==> src/rtl/pc_sequencer_if.sv <==
// pc_sequencer_if: bundle between the fetch-control logic (master) and the
// program-counter sequencer (slave).
//   master drives Stall, BranchTaken/BranchTarget, Jump/Link/JumpTarget,
//          Return/ReturnTarget, and observes PCResult, PCPlusInc,
//          RasEmpty, RasFull.
//   slave  is the sequencer side: the same signals with directions reversed.
interface pc_sequencer_if #(
  parameter int WIDTH = 32
);
  logic             Stall;
  logic             BranchTaken;
  logic [WIDTH-1:0] BranchTarget;
  logic             Jump;
  logic             Link;
  logic [WIDTH-1:0] JumpTarget;
  logic             Return;
  logic [WIDTH-1:0] ReturnTarget;
  logic [WIDTH-1:0] PCResult;
  logic [WIDTH-1:0] PCPlusInc;
  logic             RasEmpty;
  logic             RasFull;

  modport master (
    output Stall, BranchTaken, BranchTarget, Jump, Link, JumpTarget,
           Return, ReturnTarget,
    input  PCResult, PCPlusInc, RasEmpty, RasFull
  );

  modport slave (
    input  Stall, BranchTaken, BranchTarget, Jump, Link, JumpTarget,
           Return, ReturnTarget,
    output PCResult, PCPlusInc, RasEmpty, RasFull
  );
endinterface

==> src/rtl/pc_sequencer.sv <==
// pc_sequencer: fetch-stage program counter with next-PC selection among
// sequential increment, branch, jump and return, plus stall and an optional
// return-address stack (RAS).
//
// Optional feature macro: PC_RAS_EN. When defined, a circular RAS of
// RAS_DEPTH entries is built; calls (Jump+Link) push PCPlusInc and Return
// pops it. When undefined, Return always uses the aligned ReturnTarget,
// Link has no effect, RasEmpty is tied 1 and RasFull tied 0.
//
// Ports:
//   Clk    clock, all state changes on the rising edge
//   Reset  synchronous active-high reset (PC <- RESET_VECTOR, RAS emptied)
//   bus    pc_sequencer_if.slave: redirect/stall controls in,
//          PCResult / PCPlusInc / RasEmpty / RasFull out
module pc_sequencer #(
  parameter int               WIDTH        = 32,
  parameter logic [WIDTH-1:0] RESET_VECTOR = '0,
  parameter int               INCR         = 4,
  parameter int               ALIGN_BITS   = 2,
  parameter int               RAS_DEPTH    = 4
) (
  input logic           Clk,
  input logic           Reset,
  pc_sequencer_if.slave bus
);

  localparam logic [WIDTH-1:0] ALIGN_MASK =
    ~((WIDTH'(1) << ALIGN_BITS) - WIDTH'(1));

  function automatic logic [WIDTH-1:0] align_addr(input logic [WIDTH-1:0] a);
    return a & ALIGN_MASK;
  endfunction

  logic [WIDTH-1:0] pc_q;
  logic [WIDTH-1:0] pc_d;
  logic [WIDTH-1:0] pc_plus;
  logic             ras_hit;   // Return can be served from the stack
  logic [WIDTH-1:0] ras_top;
  logic             ras_empty;
  logic             ras_full;

  // Wraps modulo 2^WIDTH by construction.
  assign pc_plus = pc_q + WIDTH'(INCR);

  always_comb begin
    pc_d = pc_plus;
    if (bus.Stall) begin
      pc_d = pc_q;
    end else if (bus.Return) begin
      if (ras_hit) pc_d = ras_top;
      else         pc_d = align_addr(bus.ReturnTarget);
    end else if (bus.Jump) begin
      pc_d = align_addr(bus.JumpTarget);
    end else if (bus.BranchTaken) begin
      pc_d = align_addr(bus.BranchTarget);
    end
  end

  // ---- fetch-address register ----
  always_ff @(posedge Clk) begin
    if (Reset) pc_q <= RESET_VECTOR;
    else       pc_q <= pc_d;
  end

`ifdef PC_RAS_EN
  localparam int PW = $clog2(RAS_DEPTH);
  localparam int CW = $clog2(RAS_DEPTH + 1);

  function automatic logic [PW-1:0] ptr_inc(input logic [PW-1:0] p);
    return (p == PW'(RAS_DEPTH - 1)) ? '0 : p + PW'(1);
  endfunction

  function automatic logic [PW-1:0] ptr_dec(input logic [PW-1:0] p);
    return (p == '0) ? PW'(RAS_DEPTH - 1) : p - PW'(1);
  endfunction

  logic [WIDTH-1:0] ras_mem [RAS_DEPTH];
  logic [PW-1:0]    top_q;   // index of the most recent entry
  logic [CW-1:0]    cnt_q;   // saturating occupancy 0..RAS_DEPTH
  logic             do_push;
  logic             do_pop;

  assign ras_empty = (cnt_q == '0);
  assign ras_full  = (cnt_q == CW'(RAS_DEPTH));
  assign ras_hit   = ~ras_empty;
  assign ras_top   = ras_mem[top_q];

  // Return outranks Jump, so a Return+Jump+Link cycle never pushes.
  assign do_pop  = ~bus.Stall & bus.Return & ~ras_empty;
  assign do_push = ~bus.Stall & ~bus.Return & bus.Jump & bus.Link;

  // ---- RAS control ----
  // When full, top+1 lands on the oldest entry, so a push overwrites it
  // while the count stays saturated.
  always_ff @(posedge Clk) begin
    if (Reset) begin
      top_q <= '0;
      cnt_q <= '0;
    end else if (do_push) begin
      top_q <= ptr_inc(top_q);
      if (!ras_full) cnt_q <= cnt_q + CW'(1);
    end else if (do_pop) begin
      top_q <= ptr_dec(top_q);
      cnt_q <= cnt_q - CW'(1);
    end
  end

  // ---- RAS storage (contents are don't-care after reset) ----
  always_ff @(posedge Clk) begin
    if (do_push) ras_mem[ptr_inc(top_q)] <= pc_plus;
  end
`else
  assign ras_empty = 1'b1;
  assign ras_full  = 1'b0;
  assign ras_hit   = 1'b0;
  assign ras_top   = '0;
`endif

  assign bus.PCResult  = pc_q;
  assign bus.PCPlusInc = pc_plus;
  assign bus.RasEmpty  = ras_empty;
  assign bus.RasFull   = ras_full;

endmodule
==> src/flat_wrapper.sv <==
// flat-port wrapper written by rule: the top's interface ports become plain ports
module pc_sequencer_flat 
#(
  parameter int               WIDTH        = 32,
  parameter logic [WIDTH-1:0] RESET_VECTOR = '0,
  parameter int               INCR         = 4,
  parameter int               ALIGN_BITS   = 2,
  parameter int               RAS_DEPTH    = 4
)
  (Clk, Reset, bus_Stall, bus_BranchTaken, bus_BranchTarget, bus_Jump, bus_Link, bus_JumpTarget, bus_Return, bus_ReturnTarget, bus_PCResult, bus_PCPlusInc, bus_RasEmpty, bus_RasFull);
  pc_sequencer_if #(.WIDTH(WIDTH)) bus_i ();
  input logic Clk;
  input logic Reset;
  input wire logic [$bits(bus_i.Stall)-1:0] bus_Stall;
  input wire logic [$bits(bus_i.BranchTaken)-1:0] bus_BranchTaken;
  input wire logic [$bits(bus_i.BranchTarget)-1:0] bus_BranchTarget;
  input wire logic [$bits(bus_i.Jump)-1:0] bus_Jump;
  input wire logic [$bits(bus_i.Link)-1:0] bus_Link;
  input wire logic [$bits(bus_i.JumpTarget)-1:0] bus_JumpTarget;
  input wire logic [$bits(bus_i.Return)-1:0] bus_Return;
  input wire logic [$bits(bus_i.ReturnTarget)-1:0] bus_ReturnTarget;
  output wire logic [$bits(bus_i.PCResult)-1:0] bus_PCResult;
  output wire logic [$bits(bus_i.PCPlusInc)-1:0] bus_PCPlusInc;
  output wire logic [$bits(bus_i.RasEmpty)-1:0] bus_RasEmpty;
  output wire logic [$bits(bus_i.RasFull)-1:0] bus_RasFull;
  assign bus_i.Stall = bus_Stall;
  assign bus_i.BranchTaken = bus_BranchTaken;
  assign bus_i.BranchTarget = bus_BranchTarget;
  assign bus_i.Jump = bus_Jump;
  assign bus_i.Link = bus_Link;
  assign bus_i.JumpTarget = bus_JumpTarget;
  assign bus_i.Return = bus_Return;
  assign bus_i.ReturnTarget = bus_ReturnTarget;
  assign bus_PCResult = bus_i.PCResult;
  assign bus_PCPlusInc = bus_i.PCPlusInc;
  assign bus_RasEmpty = bus_i.RasEmpty;
  assign bus_RasFull = bus_i.RasFull;
  pc_sequencer #(.WIDTH(WIDTH), .RESET_VECTOR(RESET_VECTOR), .INCR(INCR), .ALIGN_BITS(ALIGN_BITS), .RAS_DEPTH(RAS_DEPTH)) u_core (.Clk(Clk), .Reset(Reset), .bus(bus_i));
endmodule
==> config.mk <==
export PLATFORM = sky130hd
export DESIGN_NAME = pc_sequencer_flat
export DESIGN_NICKNAME = d
export VERILOG_FILES = /design/src/rtl/pc_sequencer_if.sv /design/src/rtl/pc_sequencer.sv /design/src/flat_wrapper.sv
export SDC_FILE = /design/constraint.sdc
export NUM_CORES = 1
export LEC_CHECK = 0
export BUFFER_PORTS_ARGS = -buffer_cell sky130_fd_sc_hd__buf_2
export CORE_ASPECT_RATIO = 1.1
export CORE_UTILIZATION = 45
export DETAILED_ROUTE_END_ITERATION = 8
export PLACE_DENSITY = 0.82
export SLEW_MARGIN = 25
export SYNTH_ARGS = -nofsm -noshare
export SYNTH_HDL_FRONTEND = slang
export SYNTH_SLANG_ARGS = --single-unit
==> constraint.sdc <==
create_clock -name Clk -period 3.1 [get_ports Clk]
set_input_delay 0.31 -clock Clk [delete_from_list [all_inputs] [get_ports Clk]]
set_output_delay 0.31 -clock Clk [all_outputs]
set_load 0.005 [all_outputs]
## Yosys cells after proc, flatten, opt, wreduce, memory -nomap -nowiden

Cells that the tools add are included.
W data, S select, Z words.

| cells by class | value |
|---|---|
| add/subtract/negate cells | 1 |
| multipliers | 0 |
| div/mod/pow operators | 0 |
| order comparisons | 0 |
| equality and inequality tests | 0 |
| shift-type cells | 0 |
| mux-type cells | 3 |
| bitwise operators | 0 |
| reduce and logical (&&, ||, !) cells | 0 |

Operators with widths:

| kind | number |
|---|---|
| $mux W32 | 3 |
| $add A32 B3 Y32 const B | 1 |

| storage, ports and cells | value |
|---|---|
| register bits after elaboration | 32 |
| latch bits | 0 |
| bits in writable memories | 0 |
| memory bits (read-only) | 0 |
| output and inout bits | 66 |
| memories kept | 0 |

## Depth between registers and ports, before layout

| logic depth | value |
|---|---|
| word-level depth | 4 |
| gate-level depth with buffers | 8 |
| gate-level depth less buffers | 6 |

## Worst setup path before layout

No wires, ideal clock.

| timing | value |
|---|---|
| kind | flip-flop to flip-flop |
| start point | register u_core.pc_q[2], in the netlist u_core.bus.PCResult[2] |
| end point | register u_core.pc_q[24], in the netlist u_core.bus.PCResult[24] |
| setup time | 0.122 ns |
| data arrival time | 1.752 ns |
| setup slack | 1.226 ns |
| stages on the path, launching flop included | 7 |
| path through | dfxtp_1 -> ha_1 -> nand2_1 -> or2_2 -> nor3_1 -> xor2_1 -> a221o_1 |

| between the ends | value |
|---|---|
| word-level cells in the longest chain between the ends | 4 |

Ends and longest elaborated chain:

| item | RTL line | text |
|---|---|---|
| start: declaration | pc_sequencer.sv:34 | `logic [WIDTH-1:0] pc_q;` |
| start signal: assignment | pc_sequencer.sv:62 | `else pc_q <= pc_d;` |
| $add A32 B3 Y32 | pc_sequencer.sv:43 | `assign pc_plus = pc_q + WIDTH'(INCR);` |
| via bus_PCPlusInc[24] | flat_wrapper.sv:23 | `output wire logic [$bits(bus_i.PCPlusInc)-1:0] bus_PCPlusInc;` |
| $mux W32 | pc_sequencer.sv:54 | `end else if (bus.BranchTaken) begin` |
| $mux W32 | pc_sequencer.sv:52 | `end else if (bus.Jump) begin` |
| $mux W32 | pc_sequencer.sv:49 | `end else if (bus.Return) begin` |

The timed path passes the listed nets, and every way through them passes these cells.
A chain may end at the register's enable or synchronous reset.

## Final worst setup path

| timing | value |
|---|---|
| start point | register u_core.pc_q[2], in the netlist u_core.bus.PCResult[2] |
| end point | output bus_PCPlusInc[24] |

| between the ends | value |
|---|---|
| word-level cells in the longest chain between the ends | 1 |

Ends and longest elaborated chain:

| item | RTL line |
|---|---|
| $add A32 B3 Y32 | pc_sequencer.sv:43 |
| end: declaration | flat_wrapper.sv:23 |

No other way between the ends.

==> flow_metrics.tcl <==
set metrics [dict create \
    cts_resized 0 \
    drt_iter0_markers 206 \
    tightest_slew_ns 0.890 \
    io-pin-count 169 \
    fp.dieW_um 74.9 \
    finalClockSkew_ns 0.00880 \
    clkTransAtPathRegs_ns 0.07 \
    start_kind "flop" \
    cts_buffers 5 \
    cp-end-kind "output pin" \
    cp_max_fo 9 \
    instances_no_fill 581 \
    root_buffer "clkbuf_8" \
    diodes 0 \
    cts.path.max_buffers 2 \
    hold_class "input pin to flop" \
    synth_cell_types 54 \
    core_mm2 0.00550 \
    hpwl_mm 7.58 \
    grt_setup_unrepaired "no" \
    postSynthCellCount 361 \
    status "completed" \
    fmax_mhz 387 \
    routed-wl-met2_mm 4.89 \
    slew_headroom_pct 40.5 \
    dr.max_layer_used "met4" \
    dpl.cell_count 574 \
    hold_end "u_core.bus.PCResult[15]$_SDFFE_PP0N_" \
    routed_wl_mm 9.97 \
    viasPerCell 5.97 \
    hp-start "bus_ReturnTarget[15]" \
    synth_edf_count 0 \
    yosysSeqAreaShare_pct 22.8 \
    drive_gt1_share_pct 36.0 \
    maxSlewViolCount 0 \
    die_y_um 82.2 \
    gp_congestion 0.908 \
    hold_path_depth 3 \
    final_common_cell "buf_2" \
    post_drt_wl_per_cell_um 17.2 \
    slowest_delay_ns 0.52 \
    clk_latency_ns 0.29 \
    hold_violations 0 \
    critical_path_required_ns 2.79 \
    cp_slowest_cell "dfxtp_1" \
    timing.rr.end "u_core.bus.PCResult[24]$_SDFFE_PP0N_" \
    ys_warn_count 0 \
    vias 3469 \
    nNetsFinal 610 \
    syn_area_mm2 0.00263 \
    final_util_pct 63.9 \
    setup_viol 0 \
    r2r_cells 6 \
    leakage_nw 1.68 \
    num-fill-cells 524 \
    arrival_ns 2.28 \
    async_reset_ff_share_pct 0 \
    numClockSinks 30 \
    syn2layout_area_growth_pct 33.5 \
    mostFrequentLayoutCells "buf_2, nor2_1, nand2_1, dfxtp_1, a21oi_1" \
    layout_worst_path_cycle_share_pct 83.4 \
    grt_pass1_wl_mm 15.0 \
    firstDrtPassIters 5 \
    path_class "flop to output pin" \
    drt-met1-wl_mm 3.73 \
    rr_startpoint "u_core.bus.PCResult[2]$_SDFFE_PP0N_" \
    ys.flop_type "dfxtp_1" \
    drc 0 \
    final_antenna_net_count 0 \
    crit_chain "ha_1, nand2_1, or2_2, nor3_1, xor2_1, buf_2" \
    h-tree-depth 2 \
    cts_tree "done" \
    cts_setup_buffers 0 \
    largest_reg_flops 30 \
    grt_pass1_vias 3228 \
    grt_start_max_net_pins 33 \
    start_util_pct 47.9 \
    grt_usage_pct 32.6 \
    setup_tns_ns 0 \
    drv_cap 0 \
    ir_drop_mv 0.276 \
    antenna_found_initial 0 \
    avgSynthCellArea_um2 7.30 \
    rows 28 \
    die-area_mm2 0.00616 \
    grt-ovfl-total 0 \
    min_period_ns 2.59 \
    r2r_setup_slack_ns 0.90 \
    port_buffers 155 \
    cts_hold_buf 0 \
    ys_ff_latch 30 \
    wl_met3_mm 1.00 \
    power_density_mw_per_mm2 318 \
]
==> power breakdown <==
part / leakage (nW) / internal (mW) / switching (mW) / total, mW
sequential: 0.248 / 0.416 / 0.0565 / 0.473
combinational: 1.38 / 0.161 / 0.175 / 0.336
clock: 0.0438 / 0.151 / 0.158 / 0.309
==> Yosys cell counts (all sizes together), types with 4 or more instances <==
| cell | instances | area (um^2) |
|---|---|---|
| nor2 | 36 | 135 |
| clkbuf | 19 | 71.3 |
| a21oi | 22 | 110 |
| nand2b | 5 | 31.3 |
| o21ai | 20 | 100 |
| xor2 | 14 | 130 |
| o21a | 4 | 30.0 |
| and3 | 7 | 43.8 |
| nor3 | 21 | 105 |
| dfxtp | 30 | 601 |
| nand4 | 16 | 121 |
| o22ai | 9 | 56.3 |
| o221ai | 4 | 35.0 |
| a221oi | 11 | 96.3 |
| nor4 | 7 | 77.6 |
| buf | 8 | 55.1 |
| nand2 | 30 | 113 |
| a22oi | 4 | 30.0 |
| xnor2 | 13 | 114 |
| nand3 | 15 | 75.1 |
| inv | 10 | 37.5 |
| and4 | 4 | 37.5 |
| a221o | 13 | 130 |
| or2 | 5 | 31.3 |
==> layer usage <==
layer  global-route usage [%]  up-vias
met5                        0        -
met4                     18.7        0
met3                     7.04       36
met2                     56.7      223
met1                     36.3     1567
li1                         -     1643
==> worst max path at each step <==
stage	from	to	cells past startpoint
finish	u_core.bus.PCResult[2]$_SDFFE_PP0N_	bus_PCPlusInc[24]	6
global route	u_core.bus.PCResult[2]$_SDFFE_PP0N_	bus_PCPlusInc[24]	6
CTS	u_core.bus.PCResult[2]$_SDFFE_PP0N_	bus_PCPlusInc[24]	6
detailed placement	u_core.bus.PCResult[2]$_SDFFE_PP0N_	bus_PCPlusInc[24]	6
global placement	u_core.bus.PCResult[2]$_SDFFE_PP0N_	bus_PCPlusInc[24]	6
floorplan	u_core.bus.PCResult[2]$_SDFFE_PP0N_	u_core.bus.PCResult[24]$_SDFFE_PP0N_	6
==> through the flow <==
step	instance area, um^2	power, mW	worst slack, ns	hold WS, ns
global route	3520	1.18	0.323	0.305
detailed placement	3440	0.811	0.833	0.550
finish	3520	1.12	0.513	0.299
floorplan	2650	0.645	1.23	0.490
global placement	3440	0.803	0.905	0.530
CTS	3520	1.12	0.500	0.293
==> worst max-delay path, delay by kind of cell (launching register included) <==
kind,cells,cell delay (ns)
xor gates and xnor gates,1,0.22
adders and majority gates,1,0.38
buffers and inverters,1,0.14
DFF,1,0.52
and+or+nand+nor,3,0.74
==> kinds of logic (layout without fill, tap and decap cells) <==
group / Yosys count / count (layout) / synth area share, %
AO/OA/AOI/OAI: 108 / 108 / 28.7
XOR/XNOR: 27 / 27 / 9.26
adder cells (fa/ha/maj): 1 / 1 / 0.475
buffers and inverters: 38 / 179 / 6.37
flip-flops: 30 / 30 / 22.8
multiplexers: 2 / 2 / 0.760
other: 2 / 6 / 0.285
AND/OR/NAND/NOR: 153 / 153 / 31.3
==> area by class of cell <==
| cell class | count | area [um^2] | area share, % |
|---|---|---|---|
| clock buffers | 5 | 68.8 | 1.96 |
| flip-flops and latches | 30 | 601 | 17.1 |
| clock inverters | 2 | 10.0 | 0.285 |
| multi-input cells | 297 | 1880 | 53.5 |
| well taps | 75 | 93.8 | 2.67 |
| repair buffers | 161 | 821 | 23.3 |
| inverters | 11 | 41.3 | 1.17 |
(Power assumes the default switching activity.)
